## src/rtl/vga_mode_sequencer_pkg.sv

```systemverilog
// Shared widths, Config addresses, mode codes and sequencer state encoding
// for the VGA mode-change sequencer.
package vga_mode_sequencer_pkg;

    localparam int unsigned CONFIG_WIDTH = 2;
    localparam logic [CONFIG_WIDTH-1:0] MODE_ADDR = 2'b10;

    localparam logic [CONFIG_WIDTH-1:0] MODE_6X4   = 2'd0;
    localparam logic [CONFIG_WIDTH-1:0] MODE_8X6   = 2'd1;
    localparam logic [CONFIG_WIDTH-1:0] MODE_10X86 = 2'd2;

    typedef enum logic [2:0] {
        ST_IDLE,
        ST_WAIT_FRAME,
        ST_WRITE,
        ST_WAIT_LOAD,
        ST_SETTLE,
        ST_RESP
    } state_e;

    // Video is forced black from the Config write until the settle period ends
    function automatic logic is_blank_state(input state_e s);
        return (s == ST_WRITE) || (s == ST_WAIT_LOAD) || (s == ST_SETTLE);
    endfunction

endpackage

```

## src/rtl/vga_mode_sequencer_arb.sv

```systemverilog
// Two-requester round-robin arbiter; the preference only flips when both
// requesters contend and the grant is accepted.
module rr_arbiter2 (
    input  logic       clk,
    input  logic       rst,
    input  logic [1:0] req,
    input  logic       accept,
    output logic [1:0] grant_c
);

    logic prefer_b_q;
    logic prefer_b_d;

    always_ff @(posedge clk or posedge rst) begin
        if (rst) begin
            prefer_b_q <= 1'b0;
        end else begin
            prefer_b_q <= prefer_b_d;
        end
    end

    always_comb begin
        grant_c    = req;
        prefer_b_d = prefer_b_q;
        if (req == 2'b11) begin
            grant_c = prefer_b_q ? 2'b10 : 2'b01;
            if (accept) begin
                prefer_b_d = !prefer_b_q;
            end
        end
    end

endmodule

```

## src/rtl/vga_mode_sequencer.sv

```systemverilog
// Arbitrates mode-change requests and sequences the Config mode write at a
// frame boundary, waiting for the load and blanking through a settle period.
module vga_mode_sequencer
    import vga_mode_sequencer_pkg::*;
#(
    parameter int unsigned                NUM_MODES     = 3,
    parameter logic [CONFIG_WIDTH-1:0]    DEFAULT_MODE  = MODE_6X4,
    parameter int unsigned                SETTLE_FRAMES = 2,
    parameter int unsigned                LOAD_TIMEOUT  = 16
) (
    input  logic                    Clk,
    input  logic                    Rst,
    input  logic                    Req_a,
    input  logic [CONFIG_WIDTH-1:0] Mode_a,
    output logic                    Ack_a,
    input  logic                    Req_b,
    input  logic [CONFIG_WIDTH-1:0] Mode_b,
    output logic                    Ack_b,
    output logic                    Status,
    input  logic                    Frame_end,
    input  logic                    Load_config,
    output logic                    Cfg_valid,
    output logic [CONFIG_WIDTH-1:0] Cfg_addr,
    output logic [CONFIG_WIDTH-1:0] Cfg_data,
    output logic                    Blank,
    output logic                    Busy,
    output logic [CONFIG_WIDTH-1:0] Cur_mode
);

    localparam int unsigned TIMER_W = $clog2(LOAD_TIMEOUT);
    localparam int unsigned FRAME_W = $clog2(SETTLE_FRAMES + 1);

    state_e                  state_q, state_d;
    logic [CONFIG_WIDTH-1:0] pend_mode_q, pend_mode_d;
    logic [CONFIG_WIDTH-1:0] cur_mode_q, cur_mode_d;
    logic [TIMER_W-1:0]      timer_q, timer_d;
    logic [FRAME_W-1:0]      frame_cnt_q, frame_cnt_d;
    logic                    gnt_b_q, gnt_b_d;
    logic                    status_q, status_d;
    logic                    ack_a_q, ack_a_d;
    logic                    ack_b_q, ack_b_d;
    logic                    cfg_valid_q, cfg_valid_d;
    logic [CONFIG_WIDTH-1:0] cfg_addr_q, cfg_addr_d;
    logic [CONFIG_WIDTH-1:0] cfg_data_q, cfg_data_d;
    logic                    blank_q, blank_d;
    logic                    busy_q, busy_d;

    logic [1:0]              grant_c;
    logic [CONFIG_WIDTH-1:0] sel_mode_c;
    logic                    arb_accept_c;

    assign arb_accept_c = (state_q == ST_IDLE);
    assign sel_mode_c   = grant_c[1] ? Mode_b : Mode_a;

    rr_arbiter2 u_arb (
        .clk     (Clk),
        .rst     (Rst),
        .req     ({Req_b, Req_a}),
        .accept  (arb_accept_c),
        .grant_c (grant_c)
    );

    always_ff @(posedge Clk or posedge Rst) begin
        if (Rst) begin
            state_q     <= ST_IDLE;
            pend_mode_q <= '0;
            cur_mode_q  <= DEFAULT_MODE;
            timer_q     <= '0;
            frame_cnt_q <= '0;
            gnt_b_q     <= 1'b0;
            status_q    <= 1'b0;
            ack_a_q     <= 1'b0;
            ack_b_q     <= 1'b0;
            cfg_valid_q <= 1'b0;
            cfg_addr_q  <= '0;
            cfg_data_q  <= '0;
            blank_q     <= 1'b0;
            busy_q      <= 1'b0;
        end else begin
            state_q     <= state_d;
            pend_mode_q <= pend_mode_d;
            cur_mode_q  <= cur_mode_d;
            timer_q     <= timer_d;
            frame_cnt_q <= frame_cnt_d;
            gnt_b_q     <= gnt_b_d;
            status_q    <= status_d;
            ack_a_q     <= ack_a_d;
            ack_b_q     <= ack_b_d;
            cfg_valid_q <= cfg_valid_d;
            cfg_addr_q  <= cfg_addr_d;
            cfg_data_q  <= cfg_data_d;
            blank_q     <= blank_d;
            busy_q      <= busy_d;
        end
    end

    // Next state; output flops are decoded from the next state so they line up with it
    always_comb begin
        state_d     = state_q;
        pend_mode_d = pend_mode_q;
        cur_mode_d  = cur_mode_q;
        timer_d     = timer_q;
        frame_cnt_d = frame_cnt_q;
        gnt_b_d     = gnt_b_q;
        status_d    = 1'b0;
        cfg_addr_d  = cfg_addr_q;
        cfg_data_d  = cfg_data_q;

        unique case (state_q)
            ST_IDLE: begin
                if (grant_c != 2'b00) begin
                    gnt_b_d     = grant_c[1];
                    pend_mode_d = sel_mode_c;
                    if (32'(sel_mode_c) >= NUM_MODES) begin
                        state_d = ST_RESP;
                    end else if (sel_mode_c == cur_mode_q) begin
                        state_d  = ST_RESP;
                        status_d = 1'b1;
                    end else begin
                        state_d = ST_WAIT_FRAME;
                    end
                end
            end
            ST_WAIT_FRAME: begin
                if (Frame_end) begin
                    state_d = ST_WRITE;
                end
            end
            ST_WRITE: begin
                timer_d = '0;
                state_d = ST_WAIT_LOAD;
            end
            ST_WAIT_LOAD: begin
                // A load on the timeout cycle still counts as success
                if (Load_config) begin
                    cur_mode_d  = pend_mode_q;
                    frame_cnt_d = '0;
                    state_d     = ST_SETTLE;
                end else if (timer_q == TIMER_W'(LOAD_TIMEOUT - 1)) begin
                    state_d = ST_RESP;
                end else begin
                    timer_d = timer_q + TIMER_W'(1);
                end
            end
            ST_SETTLE: begin
                if (Frame_end) begin
                    if (frame_cnt_q >= FRAME_W'(SETTLE_FRAMES - 1)) begin
                        state_d  = ST_RESP;
                        status_d = 1'b1;
                    end else begin
                        frame_cnt_d = frame_cnt_q + FRAME_W'(1);
                    end
                end
            end
            ST_RESP: begin
                state_d = ST_IDLE;
            end
            default: begin
                state_d = ST_IDLE;
            end
        endcase

        cfg_valid_d = (state_d == ST_WRITE);
        if (cfg_valid_d) begin
            cfg_addr_d = MODE_ADDR;
            cfg_data_d = pend_mode_d;
        end
        blank_d = is_blank_state(state_d);
        ack_a_d = (state_d == ST_RESP) && !gnt_b_d;
        ack_b_d = (state_d == ST_RESP) && gnt_b_d;
        busy_d  = (state_d != ST_IDLE);
    end

    assign Ack_a     = ack_a_q;
    assign Ack_b     = ack_b_q;
    assign Status    = status_q;
    assign Cfg_valid = cfg_valid_q;
    assign Cfg_addr  = cfg_addr_q;
    assign Cfg_data  = cfg_data_q;
    assign Blank     = blank_q;
    assign Busy      = busy_q;
    assign Cur_mode  = cur_mode_q;

endmodule

```

## config.mk

```make
export PLATFORM = sky130hd
export DESIGN_NAME = vga_mode_sequencer
export DESIGN_NICKNAME = d
export VERILOG_FILES = /design/src/rtl/vga_mode_sequencer_pkg.sv /design/src/rtl/vga_mode_sequencer_arb.sv /design/src/rtl/vga_mode_sequencer.sv
export SDC_FILE = /design/constraint.sdc
export NUM_CORES = 1
export LEC_CHECK = 0
export CAP_MARGIN = 40
export CORE_MARGIN = 1
export CORE_UTILIZATION = 25
export DETAILED_ROUTE_END_ITERATION = 7
export GPL_ROUTABILITY_DRIVEN = 0
export GPL_TIMING_DRIVEN = 0
export PLACE_DENSITY = 0.49
export SYNTH_ARGS = -nofsm -noshare
export SYNTH_HDL_FRONTEND = slang
export SYNTH_SLANG_ARGS = --single-unit
```

## constraint.sdc

```tcl
create_clock -name Clk -period 2.18 [get_ports Clk]
set_input_delay 0.218 -clock Clk [delete_from_list [all_inputs] [get_ports Clk]]
set_output_delay 0.218 -clock Clk [all_outputs]
set_load 0.005 [all_outputs]
```

=== Yosys cells after proc, flatten, opt, wreduce, memory -nomap -nowiden ===
Cells that the tools add are included.

* Flip-flop bits (word level): 24
* Input bits: 10
* Output and inout port bits: 12
* Logic and storage cells: 79

* Add/sub/neg operators: 2
* $lt $le $gt $ge: 2
* Equality and inequality tests: 16
* Multiplexer cells: 29
* Reductions and logical operators: 15

{| class="wikitable"
|+ Operator list
! kind !! number
|-
| $mux 3 || 8
|-
| $mux 2 || 8
|-
| $pmux 3 s5 || 1
|-
| $eq 3x2->1 const B || 4
|-
| $ne 2x2->1 const B || 5
|-
| $eq 3x3->1 const B || 3
|-
| $mux 4 || 2
|-
| $pmux 4 s2 || 1
|-
| $mux 1 || 7
|-
| $reduce_bool 2->1 || 3
|-
| $add 4x1->4 const B || 1
|-
| $eq 4x4->1 const B || 1
|-
| $pmux 2 s2 || 1
|-
| $reduce_and 2->1 || 2
|-
| $reduce_and 4->1 || 1
|-
| $eq 3x1->1 const B || 1
|-
| $logic_not 3->1 || 1
|-
| $reduce_and 3->1 || 1
|-
| $reduce_bool 3->1 || 1
|-
| $add 2x1->2 const B || 1
|-
| $eq 2x2->1 || 1
|-
| $eq 2x2->1 const B || 1
|-
| $ge 2x1->1 const B || 1
|-
| $ge 2x2->1 const B || 1
|-
| other kinds (4) || 7
|}

=== Depth between registers and ports, before layout ===
* Word-level depth: 11
* Gate-level depth with buffers: 7
* Depth with buffers taken out: 7

=== Cells and area by module ===
A second synthesis with hierarchy kept.

* Cells, all modules: 124
* Area total of the unflattened synthesis: 1298.7 µm²

{| class="wikitable"
|+ Modules (own cells, without submodules)
! module !! times used !! cells each !! area an instance (µm²) !! sequential area each (µm²)
|-
| vga_mode_sequencer || 1 || 117 || 1237.4 || 575.6
|-
| rr_arbiter2 || 1 || 7 || 61.3 || 25.0
|}

=== Worst setup path after synthesis ===
OpenSTA, ideal clock, no wires.

* Path kind: flip-flop to flip-flop
* Start: register timer_q[0]
* End: register ack_a_q (netlist: Ack_a)
* Library setup time: 0.136 ns
* Data arrival time: 1.479 ns
* Required time: 2.044 ns
* Slack: 0.565 ns
* Cell stages (with the launch flop): 6
* Path buffers: 0
* Clock period less this slack: 1.615 ns
* Cell sequence: dfrtp_1 ha_1 a31o_2 and3_1 a311oi_2 nor3_1

* Word-level cells in the longest chain between the ends: 6

{| class="wikitable"
|+ RTL lines
! item !! RTL line !! source
|-
| from (decl) || vga_mode_sequencer.sv:36 || <nowiki>logic [TIMER_W-1:0] timer_q, timer_d;</nowiki>
|-
| from (signal assigned) || vga_mode_sequencer.sv:83 || <nowiki>timer_q <= timer_d;</nowiki>
|-
| $eq 4x4->1 || vga_mode_sequencer.sv:139 || <nowiki>end else if (timer_q == TIMER_W'(LOAD_TIMEOUT - 1)) begin</nowiki>
|-
| $mux 3 || vga_mode_sequencer.sv:139 ||
|-
| $mux 3 || vga_mode_sequencer.sv:135 || <nowiki>if (Load_config) begin</nowiki>
|-
| $pmux 3 s5 || vga_mode_sequencer.sv:109 || <nowiki>unique case (state_q)</nowiki>
|-
| $eq 3x3->1 || vga_mode_sequencer.sv:169 || <nowiki>ack_a_d = (state_d == ST_RESP) && !gnt_b_d;</nowiki>
|-
| $logic_and 1x1->1 || vga_mode_sequencer.sv:169 ||
|-
| net ack_a_d || vga_mode_sequencer.sv:40 || <nowiki>logic ack_a_q, ack_a_d;</nowiki>
|-
| to (signal assigned) || vga_mode_sequencer.sv:87 || <nowiki>ack_a_q <= ack_a_d;</nowiki>
|-
| to (decl) || vga_mode_sequencer.sv:40 ||
|}

The timed path passes the listed nets, and every way through them passes these cells.
A chain may end at the register's enable or synchronous reset.

=== Final worst setup path ===
* Start: register timer_q[0]
* End: register busy_q (netlist: Busy)

* Word-level cells in the longest chain between the ends: 5

{| class="wikitable"
|+ RTL lines
! item !! RTL line !! source
|-
| $eq 4x4->1 || vga_mode_sequencer.sv:139 ||
|-
| $mux 3 || vga_mode_sequencer.sv:139 ||
|-
| $mux 3 || vga_mode_sequencer.sv:135 ||
|-
| $pmux 3 s5 || vga_mode_sequencer.sv:109 ||
|-
| $reduce_bool 3->1 || vga_mode_sequencer.sv:171 || <nowiki>busy_d = (state_d != ST_IDLE);</nowiki>
|-
| net busy_d || vga_mode_sequencer.sv:46 || <nowiki>logic busy_q, busy_d;</nowiki>
|-
| to (signal assigned) || vga_mode_sequencer.sv:93 || <nowiki>busy_q <= busy_d;</nowiki>
|-
| to (decl) || vga_mode_sequencer.sv:46 ||
|}

The timed path passes the listed nets, and every way through them passes these cells.

==> results.toml <==
[final_layout]
fin_cells = 210
antenna_cells = 0
drive_above_1_share = 0.1888
syn_to_final_growth_pct = 25.91
nets = 157

[placement]
dp.cells = 207
dp_slack_ps = 103.5
portBuffers = 19
hpwl_mm = 2.192

[timing]
max_slew_margin = 0.6559
setup_viol = 0
post-route-period-util = 0.8611
layout_setup_ws_ps = 302.7
max_clock_freq_mhz = 532.7
hold_ws_ps = 289.2
slew_viol_final = 0
tns_ps = 0
worst_pin_slew_ps = 515.6
fin_skew_ps = 4.719
hold_viol = 0
post-route-min-period_ps = 1877
rsz0062_at_grt = "no"

[detailed_routing]
drt_iter0_markers = 20
via_per_inst = 4.881
routedWlPerCell_um = 13.46
num_vias = 1025
drc = 0
wirelength_mm = 2.827
first_pass_iters = 4
postRouteAntennaNets = 0

[floorplanning]
core-area_sq_mm = 0.004817
row_count = 25
die_area_sq_mm = 0.005390
ios = 22
start_util = 0.2647
die_h_um = 73.42
die_width_um = 73.42

[logic_synthesis]
synth_cell_types = 44
synth-edff-count = 0
ys_seq_area_frac = 0.4711
synth_fp_nets = 132
avgSynthCellArea_sq_um = 10.62
async_reset_ff_frac = 1.000
synth-seq-cells = 24
syn_area_sq_mm = 0.001275
synth_warnings = 0
synth_flop_cell = "dfrtp_1"
netlist_instances = 120

[setup_path]
cp.arrival_ps = 2010
critPathMaxStageDelay_ps = 430
end_kind = "flip-flop"
worstPathMaxFanout = 5
cpMaxStageDelayCell = "dfrtp_1"
worstReg2RegEnd = "Busy"
crit_family = "compound AO/OA/AOI/OAI gates"
critPathLaunchType = "flip-flop"
reg2reg_from = "timer_q[0]"
cp-startpoint = "timer_q[0]"
path_class = "flip-flop to flip-flop"
required_ps = 2310
r2r_cells = 5
crit_buf_inv = 0
worstPathCellList = "ha_1 -> a31o_2 -> and3_1 -> a311oi_2 -> o21ai_1"
regToRegSetupSlack_ps = 300

[pwr]
total_power_mw = 2.026
comb_power_share = 0.484
clockPowerShare = 0.126
power.leakage_nw = 0.6372
seq_power_share = 0.390
switching_share = 0.3687
power.density_mw_per_mm2 = 1262
ir_drop_v = 0.0005602
p_int_mw = 1.279
switchingPower_mw = 0.7468

[clocking]
post-cts-setup-buffers = 0
hold_buffers = 0
cts-root-buf = "clkbuf_8"
cts_tree = "done"
clock_sinks = 24
cts_resized = 0
insertion_delay_ps = 260
clockBufferDepth = 2
htree_levels = 1
cts_buffers = 3
clkTransAtPathRegs_ps = 80

[run_status]
outcome = "finished clean"

[global_routing]
grt_first_pass_wirelength_mm = 4.664
antenna_found_initial = 0
grt_max_degree = 14
grt_pass1_vias = 1024
grt_usage = 0.1130
overflow = 0

[min_path]
hold_class = "primary input to async pin"

[job]
cap_violations = 0
worst max path at each step:
stage,depth (start not counted),end,slack [ps]
finish,5,Busy,300
global route,5,Busy,240
CTS,5,Busy,340
detailed placement,6,Busy,100
global placement,6,Busy,150
floorplan,5,Ack_a,560
power by group through the flow:
stage          Combinational, mW  Clock (mW)  Sequential, mW
3_3_place_gp               0.953           0           0.789
3_5_place_dp               0.983           0           0.800
4_1_cts                    0.989       0.271           0.791
6_report                   0.980       0.255           0.791
2_1_floorplan              0.643           0           0.772
5_1_grt                     1.08       0.292           0.818
metal layers:
metal  wire length [um]  vias up  GRT usage  share of wire
li1                   -      484          -              -
met3                155        2    0.03704          0.055
met2               1380       27     0.1955           0.49
met4                  7        0    0.01923         0.0025
met1               1283      512     0.1391           0.45
met5                  0        -          0              0
Yosys cell counts (2+ instances only):
master     n  area [sq um]
a21boi_0   2         15.01
a21oi_1    7         35.03
a22o_1     3         26.28
a31oi_1    3         18.77
buf_4      4         30.03
dfrtp_1   24         600.6
ha_1       2         25.02
inv_1      5         18.77
mux2_2     5         56.30
nand2_1    7         26.28
nand2b_1   6         37.54
nand3_1    5         25.02
nand4_1    2         12.51
nand4b_1   2         17.52
nor2_1     7         26.28
nor4b_2    2         30.03
o21a_1     2         15.01
o21ai_0    3         15.01
o21ai_1    3         15.01
o311ai_2   2         32.53
worst register-to-register path: stages (launching register included):
cell and delay, ps:
dfrtp_1 430, ha_1 260, a31o_2 300, and3_1 220, a311oi_2 430, o21ai_1 130
flip-flops by register name, summed over array words and instances, names as in the netlist:
signal	count
u_arb.prefer_b_q	1
pend_mode_q	2
Cfg_data	2
Busy	1
Ack_a	1
Cfg_valid	1
Cur_mode	2
timer_q	4
Ack_b	1
Blank	1
Cfg_addr	1
state_q	3
frame_cnt_q	2
Status	1
gnt_b_q	1
cell usage in the layout (no fill, tap or decap), types with 4 or more instances in the layout:
cell	Yosys	final
buf_4	4	4
nor2_1	7	7
dfrtp_1	24	24
a21oi_1	7	7
nand2b_1	6	6
inv_1	5	5
clkdlybuf4s50_1	0	19
mux2_2	5	5
nand3_1	5	5
nand2_1	7	7
per-stage QoR:
stage,cell area (sq um),util
final,1605,0.3332
after global routing,1605,0.3332
after CTS,1605,0.3332
after detailed placement,1564,0.3247
after global placement,1549,0.3216
after floorplan,1275,-
cell type report:
type | instances | area, sq um
inverters | 6 | 22.52
repair buffers | 20 | 205.2
flip-flops and latches | 24 | 600.6
fillers | 499 | 3212
plain buffers | 5 | 33.78
well taps | 67 | 83.83
multi-input cells | 85 | 618.1
clock buffers | 3 | 41.29
kinds of logic after synthesis:
family | count (synthesis) | synth area share
mux | 5 | 0.04416
simple gates | 42 | 0.2071
flops | 24 | 0.4711
compound gates | 33 | 0.1972
xor+xnor | 2 | 0.01374
other cells | 1 | 0.002941
fa+ha+maj | 2 | 0.01962
buf+inv | 11 | 0.04416
Note: power is estimated with default switching activity, not from simulation.
